**src/rtl/parallax_scene_sequencer.sv**
```systemverilog
// Frame-level sequencer for the LFSR parallax background: holds per-layer scroll/seed
// configuration from the host and publishes offsets and seeds once per frame.

module parallax_scene_sequencer #(
   parameter int unsigned NUM_LAYERS   = 3,
   parameter int unsigned OFFSET_W     = 10,
   parameter int unsigned FRAC_BITS    = 4,
   parameter logic [15:0] DEFAULT_SEED = 16'hACE1
) (
   input  logic                           clk,
   input  logic                           reset,
   input  logic                           frame_start,
   input  logic                           cfg_valid,
   output logic                           cfg_ready,
   input  logic [3:0]                     cfg_addr,
   input  logic [15:0]                    cfg_data,
   input  logic                           step,
   output logic [NUM_LAYERS*OFFSET_W-1:0] layer_offset,
   output logic [NUM_LAYERS*16-1:0]       layer_seed,
   output logic [NUM_LAYERS-1:0]          layer_enable,
   output logic                           seed_load,
   output logic [7:0]                     frame_count,
   output logic                           overrun
);

   localparam int unsigned ACC_W = OFFSET_W + FRAC_BITS;
   localparam int unsigned IDX_W = (NUM_LAYERS > 1) ? $clog2(NUM_LAYERS) : 1;
   localparam logic [IDX_W-1:0] LAST_IDX = IDX_W'(NUM_LAYERS - 1);

   typedef enum logic [1:0] {StWait, StLatch, StStep, StPublish} state_e;

   state_e state;
   logic [IDX_W-1:0] idx;
   logic adv;
   logic step_pending;
   logic clear_pending;

   // Host-visible shadow configuration
   logic                  sh_run;
   logic [NUM_LAYERS-1:0] sh_en;
   logic [7:0]            sh_speed [NUM_LAYERS];
   logic                  sh_dir   [NUM_LAYERS];
   logic [15:0]           sh_seed  [NUM_LAYERS];

   // Configuration frozen for the frame being computed
   logic [NUM_LAYERS-1:0] act_en;
   logic [7:0]            act_speed [NUM_LAYERS];
   logic                  act_dir   [NUM_LAYERS];
   logic [15:0]           act_seed  [NUM_LAYERS];

   logic [ACC_W-1:0] acc [NUM_LAYERS];

   logic cfg_fire;
   logic ctrl_wr;
   logic [ACC_W-1:0] cur_acc;
   logic [ACC_W-1:0] speed_ext;
   logic [ACC_W-1:0] next_acc;

   assign cfg_fire = cfg_valid && cfg_ready;
   assign ctrl_wr  = cfg_fire && (cfg_addr == 4'd0);

   always_comb begin
      cur_acc   = acc[idx];
      speed_ext = ACC_W'(act_speed[idx]);
      next_acc  = act_dir[idx] ? (cur_acc - speed_ext) : (cur_acc + speed_ext);
   end

   always_ff @(posedge clk or negedge reset) begin
      if (!reset) begin
         sh_run <= 1'b0;
         sh_en  <= '1;
         for (int i = 0; i < NUM_LAYERS; i++) begin
            sh_speed[i] <= 8'd0;
            sh_dir[i]   <= 1'b0;
            sh_seed[i]  <= DEFAULT_SEED;
         end
      end else begin
         if (ctrl_wr) begin
            sh_run <= cfg_data[0];
            sh_en  <= cfg_data[2 +: NUM_LAYERS];
         end
         for (int i = 0; i < NUM_LAYERS; i++) begin
            if (cfg_fire && (cfg_addr == 4'(i + 1))) begin
               sh_speed[i] <= cfg_data[7:0];
               sh_dir[i]   <= cfg_data[8];
            end
            if (cfg_fire && (cfg_addr == 4'(NUM_LAYERS + 1 + i))) begin
               // Zero would lock an LFSR up, so substitute the default seed
               sh_seed[i] <= (cfg_data == 16'd0) ? DEFAULT_SEED : cfg_data;
            end
         end
      end
   end

   always_ff @(posedge clk or negedge reset) begin
      if (!reset) begin
         state         <= StWait;
         idx           <= '0;
         adv           <= 1'b0;
         step_pending  <= 1'b0;
         clear_pending <= 1'b0;
         cfg_ready     <= 1'b1;
         act_en        <= '1;
         for (int i = 0; i < NUM_LAYERS; i++) begin
            act_speed[i] <= 8'd0;
            act_dir[i]   <= 1'b0;
            act_seed[i]  <= DEFAULT_SEED;
            acc[i]       <= '0;
         end
         layer_offset <= '0;
         layer_seed   <= {NUM_LAYERS{DEFAULT_SEED}};
         layer_enable <= '1;
         seed_load    <= 1'b0;
         frame_count  <= 8'd0;
         overrun      <= 1'b0;
      end else begin
         seed_load <= 1'b0;
         if (step) step_pending <= 1'b1;
         if (ctrl_wr && cfg_data[1]) clear_pending <= 1'b1;
         if (ctrl_wr && cfg_data[8]) overrun <= 1'b0;
         if (frame_start && (state != StWait)) overrun <= 1'b1;

         case (state)
            StWait: begin
               if (frame_start) begin
                  state     <= StLatch;
                  cfg_ready <= 1'b0;
               end
            end
            StLatch: begin
               act_en <= sh_en;
               for (int i = 0; i < NUM_LAYERS; i++) begin
                  act_speed[i] <= sh_speed[i];
                  act_dir[i]   <= sh_dir[i];
                  act_seed[i]  <= sh_seed[i];
                  if (clear_pending) acc[i] <= '0;
               end
               clear_pending <= 1'b0;
               adv           <= sh_run || step_pending || step;
               idx           <= '0;
               state         <= StStep;
            end
            StStep: begin
               if (adv && act_en[idx]) acc[idx] <= next_acc;
               if (idx == LAST_IDX) begin
                  state <= StPublish;
               end else begin
                  idx <= idx + 1'b1;
               end
            end
            StPublish: begin
               for (int i = 0; i < NUM_LAYERS; i++) begin
                  layer_offset[i*OFFSET_W +: OFFSET_W] <= acc[i][ACC_W-1 -: OFFSET_W];
                  layer_seed[i*16 +: 16]               <= act_seed[i];
               end
               layer_enable <= act_en;
               seed_load    <= 1'b1;
               if (adv) frame_count <= frame_count + 8'd1;
               // A step arriving during publish belongs to the next frame
               step_pending <= step;
               cfg_ready    <= 1'b1;
               state        <= StWait;
            end
            default: begin
               state     <= StWait;
               cfg_ready <= 1'b1;
            end
         endcase
      end
   end

endmodule

```
**config.mk**
```make
export PLATFORM = sky130hd
export DESIGN_NAME = parallax_scene_sequencer
export DESIGN_NICKNAME = d
export VERILOG_FILES = /design/src/rtl/parallax_scene_sequencer.sv
export SDC_FILE = /design/constraint.sdc
export NUM_CORES = 1
export LEC_CHECK = 0
export CAP_MARGIN = 20
export CORE_MARGIN = 8
export CORE_UTILIZATION = 50
export CTS_CLUSTER_SIZE = 10
export DETAILED_ROUTE_END_ITERATION = 10
export DONT_BUFFER_PORTS = 1
export PLACE_DENSITY = 0.68
export SYNTH_ARGS = -nofsm -noshare
export SYNTH_HDL_FRONTEND = slang
export SYNTH_SLANG_ARGS = --single-unit
```
**constraint.sdc**
```tcl
create_clock -name clk -period 3.5 [get_ports clk]
set_input_delay 0.7 -clock clk [delete_from_list [all_inputs] [get_ports clk]]
set_output_delay 0.7 -clock clk [all_outputs]
set_load 0.1 [all_outputs]
```
==> summary.txt, run 1 <==
CTS tree: yes
CP Launch Type: register
Post-synth EDFFs: 0
Vias/cell: 5.55
Max H-tree Level: 2
Mapped Area: 12800 sq um
First-pass GRT wire length: 44000 microns
CP required: 3.90 ns
Part of the Yosys area used for sequential elements: 59.2%
Hold Path Class: in2async
Min Tclk post-route: 3.30 ns
Largest family of logic cells by synthesized area: multiplexers
Top FF cell, synth: dfrtp_1
Hold Slack: -0.121 ns
Worst Tran Pin Value: 0.993 ns
Die width: 176 microns
Fmax: 0.303 GHz
Failing checks: negative hold slack
Period Utilization, post-route: 94.3%
Async SR Flop Fraction: 100%
Final HPWL DP: 18000 microns
Synth Area in Simple Gates: 5.82%
WL final: 27400 microns
Status: finished, violations left
Max_slew headroom: 33.8%
Number of top-level pins: 117
Final hold violation count: 189
Worst-path fanout max: 8
Unique cell type count in the Yosys netlist: 55
Layout cells sized above 1: 40.7%
Yosys warning total: 0
Worst-case clock buffer depth: 3
CP Class: reg2reg
Mean Syn Cell Area: 13.4 sq um
Die height: 176 microns
Post-synthesis adder-cell area fraction: 2.31%
Yosys reg bits: 298
Starting DRT DRC Count: 374
Initial antenna violation count: 0
Met3 routed WL: 2210 microns
Port Buffers: 0
Post-route ant nets: 0
TritonCTS Buffers: 36
Vias in the first global route: 7734
Post-Syn Instances: 951
Final Skew: 0.0256 ns
Largest net degree at the start of global routing: 299
Crit path capture type: register
Syn Nets: 999
Antenna Cells: 0
Initial Utilization: 50.8%
Die area: 30900 sq um
Crit path DAT: 3.70 ns
Mean routed wirelength per cell: 20.4 microns
Worst r2r path cells: 17
Core Region: 25100 sq um
Grt ovf: 0
Final setup violation count: 0
Root Buffer: clkbuf_16
DR pass1 iterations: 4
Met2 wire len: 12900 microns
Via count: 7434
GRT Util Overall: 17.9%
Clock latency on the worst-skew pair: 0.53 ns
Setup TNS Final: 0 ns
Post-synthesis mux area share: 21.1%
Highest routed metal layer: met4
DRC errors left: 0
CTS sink count: 298
XOR/XNOR Fraction of Synth Area: 1.71%
Fin. max-slew vios: 0
Placed cell area: 13300 sq um
Synth Area in Compound Gates: 7.68%
Final #Nets: 1031
# rows: 58
Max_cap viols: 0
Final Wtd Congestion: 0.867
Fin area: 14500 sq um
Area delta synth->final: 13.5%
Clk slew on worst S/H paths: 0.05 ns
Metal-1 WL: 11600 microns
-- what timing repair did --
item | CTS | global route
pin swaps | 0 | 4
buffers inserted | 0 | 9
hold endpoints to repair | 216 | 216
gates resized for setup | 1 | 11
endpoints found under the setup margin | 3 | 12
-- worst max-delay path: stages, from the launching register on --
cell and delay (ns):
dfrtp_2 0.44, buf_12 0.16, mux2i_1 0.13, o2bb2ai_2 0.15, inv_1 0.09, ha_1 0.29, nor2_1 0.13, a21oi_2 0.07
fa_1 0.44, nor2b_1 0.14, o21a_1 0.16, o21ai_2 0.07, a211oi_2 0.19, buf_4 0.16, nor4_1 0.04, a311oi_1 0.29
buf_4 0.19, o21ai_1 0.06
-- state kept, by name, summed over array words and instances, names as in the netlist --
register and cells:
act_dir 3, layer_seed 48, layer_enable 3, adv 1
cfg_ready 1, sh_seed 48, act_speed 24, step_pending 1
act_seed 48, clear_pending 1, sh_dir 3, state 2
act_en 3, seed_load 1, overrun 1, frame_count 8
layer_offset 30, sh_en 3, sh_speed 24, sh_run 1
idx 2, acc 42
-- stage by stage --
stage	hold slack, ns	std cells	setup WS, ns	util (%)
after floorplan	0.404	951	0.202	-
after global placement	0.416	1266	0.110	52.8
after detailed placement	0.413	1266	-0.0118	52.8
after CTS	-0.142	1331	0.0396	57.2
after global routing	-0.143	1340	-0.0190	57.7
final	-0.121	1340	0.201	57.7
-- synthesized netlist by cell type (21+ instances only) --
library cell	count	area share [%]
o21ai_0	29	1.1
clkbuf_1	32	0.94
o21ai_1	21	0.82
mux2_2	214	19
dfrtp_1	216	42
nand2_1	58	1.7
mux2i_1	27	2.1
inv_1	21	0.62
dfstp_2	82	17
a21oi_1	40	1.6
nor2_1	48	1.4
ha_1	22	2.2
-- logic make-up (layout without fill, tap and decap cells) --
logic type | Yosys count | after routing
buffers and inverters | 64 | 123
flip-flops | 298 | 298
adder cells (fa/ha/maj) | 23 | 23
AO/OA/AOI/OAI | 147 | 147
XOR/XNOR | 24 | 24
multiplexers | 242 | 242
AND/OR/NAND/NOR | 153 | 153
-- routing by layer --
| layer | track usage (%) | vias to the layer above |
|---|---|---|
| met5 | 0 | - |
| met4 | 5.97 | 0 |
| met3 | 5.97 | 58 |
| met2 | 28.6 | 166 |
| met1 | 22.4 | 3761 |
| li1 | - | 3449 |
-- cell usage in the layout (no fill, tap or decap), drive strengths merged, types with 2 or more instances in the layout --
master   count
a21o         7
a21oi       40
a22o        18
a22oi        2
a311oi       2
a31o         5
a31oi        3
a32o         3
buf         37
bufinv       2
clkbuf      60
dfrtp      216
dfstp       82
ha          22
inv         23
mux2       215
mux2i       27
nand2       58
nand2b       5
nand3        5
nand3b       2
nand4        4
nor2        51
nor2b        6
nor3         6
nor3b        5
nor4         8
o21a         3
o21ai       50
o2bb2ai      8
o31ai        2
xnor2       19
xor2         5
-- final cells by class --
type	instances	area, sq um
Inverter	21	78.8
Clock buffer	60	1000
Timing Repair Buffer	37	303
Fill cell	2015	10600
Clock inverter	5	105
Multi-Input combinational cell	589	5020
Tap cell	330	413
Sequential cell	298	7560
-- path summary, 6_finish.rpt --
path | to | slack [ns] | startpoint
worst max-delay path | acc[24] | 0.20 | idx[1]
worst min-delay path | layer_offset[6] | -0.12 | reset
worst max register to register | acc[24] | 0.20 | idx[1]
worst min register to register | sh_seed[32] | 0.48 | sh_seed[32]
max in group asynchronous | layer_offset[1] | 3.10 | reset
min in group clk | step_pending | 0.28 | step
Power of run 1 is left out: the tool's default activity adds up to more than one toggle a clock period on the data nets, which glitch-free logic cannot reach.
==> run 2, diff against run 1 <==
--- a/config.mk
+++ b/config.mk
@@ -5,6 +5,7 @@
 export SDC_FILE = /design/constraint.sdc
 export NUM_CORES = 1
 export LEC_CHECK = 0
+export ABC_AREA = 1
 export CAP_MARGIN = 20
 export CORE_MARGIN = 8
 export CORE_UTILIZATION = 50
==> run 2 against run 1 <==
  * The flow still finishes with violations (negative hold slack)
  * Non-clock buffer count is 23 lower
  * Sequential share of layout area up 1.6 points
  * Synthesized cell count up 41%
  * Design area fell by 3.0%
  * Hold slack improved by 0.018 ns
  * Core utilization shrank 1.6 points
  * Worst setup slack improved by 0.089 ns
  * Global-route usage grew 0.83 points
  * Critical path depth unchanged
  * Clock skew is 0.010 ns lower
  * Wire length is 4.1% higher
  * Flip-flop and latch count unchanged
  * Critical path type unchanged
  * Critical endpoint is now acc[41]
==> summary.txt, run 2 <==
Status: finished, violations left
Failing checks: negative hold slack
Busiest metal layer after global routing: met2
Core Region: 25000 sq um
Async SR Flop Fraction: 100%
Hold Slack: -0.103 ns
Part of the Yosys area used for sequential elements: 59.6%
Root Buffer: clkbuf_16
Post-route ant nets: 0
Grt met3 use: 4.64%
First-pass GRT wire length: 46700 microns
Most frequent cell after synthesis: nand2_1
Placed Instances: 1633
M2 GR Usage: 30.0%
Vias in the first global route: 8907
Fin. max-slew vios: 0
# rows: 58
Final HPWL DP: 18900 microns
Fmax: 0.311 GHz
Period Utilization, post-route: 91.7%
Final setup violation count: 0
Crit path capture type: register
CP Launch Type: register
DR pass1 iterations: 5
Max H-tree Level: 2
Area delta synth->final: 10.7%
Initial antenna violation count: 0
Cell taking the most area after synthesis: dfrtp_1
CTS tree: yes
Yosys warning total: 0
Antenna Cells: 0
Flop-to-flop setup slack: 0.29 ns
Final #Nets: 1388
Min Tclk post-route: 3.21 ns
Synth top cells by count: nand2_1 (288), dfrtp_1 (216), o21ai_0 (170), inv_1 (158), nor2_1 (99)
CTS sink count: 298
Max_cap viols: 0
Post-synth EDFFs: 0
Final hold violation count: 59
Commonest non-fill, non-tap cells in the layout: nand2_1 (288), dfrtp_1 (216), o21ai_0 (170)
Vias/cell: 5.21
CP required: 3.89 ns
Die area: 30700 sq um
Worst-case clock buffer depth: 3
RSZ-0062 raised after global routing: true
DRC errors left: 0
Post-synth top area share: 42.6%
Die height: 175 microns
Yosys reg bits: 298
Port Buffers: 0
Clock latency on the worst-skew pair: 0.51 ns
Non-filler cells, final: 1697
Final Skew: 0.0154 ns
Starting DRT DRC Count: 534
Setup TNS Final: 0 ns
Max_slew headroom: 35.1%
Fill cells: 2161
Largest net degree at the start of global routing: 299
GRT Util Overall: 18.7%
Mean routed wirelength per cell: 16.8 microns
CP Class: reg2reg
Fin area: 14100 sq um
Unique cell type count in the Yosys netlist: 44
Number of top-level pins: 117
Commonest non-fill, non-tap cell in the layout: nand2_1
Via count: 8849
Layout cells sized above 1: 13.9%
Initial Utilization: 50.7%
Worst-path fanout max: 24
Die width: 175 microns
Final Wtd Congestion: 0.926
WL final: 28500 microns
Placed cell area: 13000 sq um
Met1 Usage GRT: 24.2%
Crit path DAT: 3.60 ns
Synth top area cells: dfrtp_1 (43%), dfstp_2 (17%), nand2_1 (8.5%)
Syn Nets: 1393
Grt ovf: 0
TritonCTS Buffers: 35
Mean Syn Cell Area: 9.43 sq um
Clk slew on worst S/H paths: 0.06 ns
Hold Path Class: in2async
Mapped Area: 12700 sq um
Worst Tran Pin Value: 0.974 ns
Top FF cell, synth: dfrtp_1
Largest regs: act_seed x48, layer_seed x48, sh_seed x48
Post-Syn Instances: 1345
run 2: routing by layer:
layer | part of all wire, % | vias to the layer above | routed length (microns)
met4 | 3.1 | 0 | 895
met5 | 0 | - | 0
li1 | - | 4327 | -
met2 | 47 | 227 | 13300
met3 | 7.0 | 60 | 1990
met1 | 43 | 4235 | 12200
run 2: final timing paths:
path,from,to,cells after the start
worst max-delay path,idx[0],acc[41],17
worst min-delay path,reset,frame_count[5],0
worst max register to register,idx[0],acc[41],17
worst min register to register,sh_seed[32],sh_seed[32],2
max in group asynchronous,reset,layer_seed[9],0
min in group clk,cfg_data[10],sh_seed[26],2
run 2: critical path, cell delays in order, from the launching register on:
cell	delay (ns)
dfrtp_1	0.40
buf_6	0.22
nand2_1	0.08
nand3_1	0.08
o21a_2	0.16
ha_1	0.16
nand4_1	0.20
o31ai_2	0.25
xor2_1	0.21
ha_1	0.30
a21oi_1	0.21
nor2_1	0.08
o21ai_0	0.15
o211ai_1	0.10
nor2_1	0.17
nand3_1	0.14
nand3_1	0.11
nand2_1	0.05
run 2: what timing repair did:
action	CTS	global route
endpoints found under the hold margin	216	216
setup buffers	0	0
endpoints found under the setup margin	0	10
resized for setup	0	5
run 2: area by class of cell:
cell class | count | area (sq um) | area share [%]
clock buffers | 62 | 1010 | 7.18
clock inverters | 2 | 25.0 | 0.178
inverters | 162 | 613 | 4.36
multi-input cells | 829 | 4310 | 30.7
flip-flops and latches | 298 | 7560 | 53.8
well taps | 330 | 413 | 2.94
repair buffers | 14 | 121 | 0.864
run 2: cells by family after synthesis:
family | count (synthesis) | synth area share (%)
AO/OA/AOI/OAI | 320 | 13.7
XOR/XNOR | 21 | 1.45
adder cells (fa/ha/maj) | 23 | 2.33
buffers and inverters | 218 | 6.77
flip-flops | 298 | 59.6
multiplexers | 25 | 2.22
AND/OR/NAND/NOR | 440 | 14.0
run 2: stage by stage:
stage	worst slack (ns)	util, %
final	0.290	56.1
after global placement	0.300	51.9
after CTS	0.216	56.0
after detailed placement	0.229	51.9
after global routing	-0.0121	56.1
after floorplan	0.629	-
Power of run 2 is left out for the same reason.
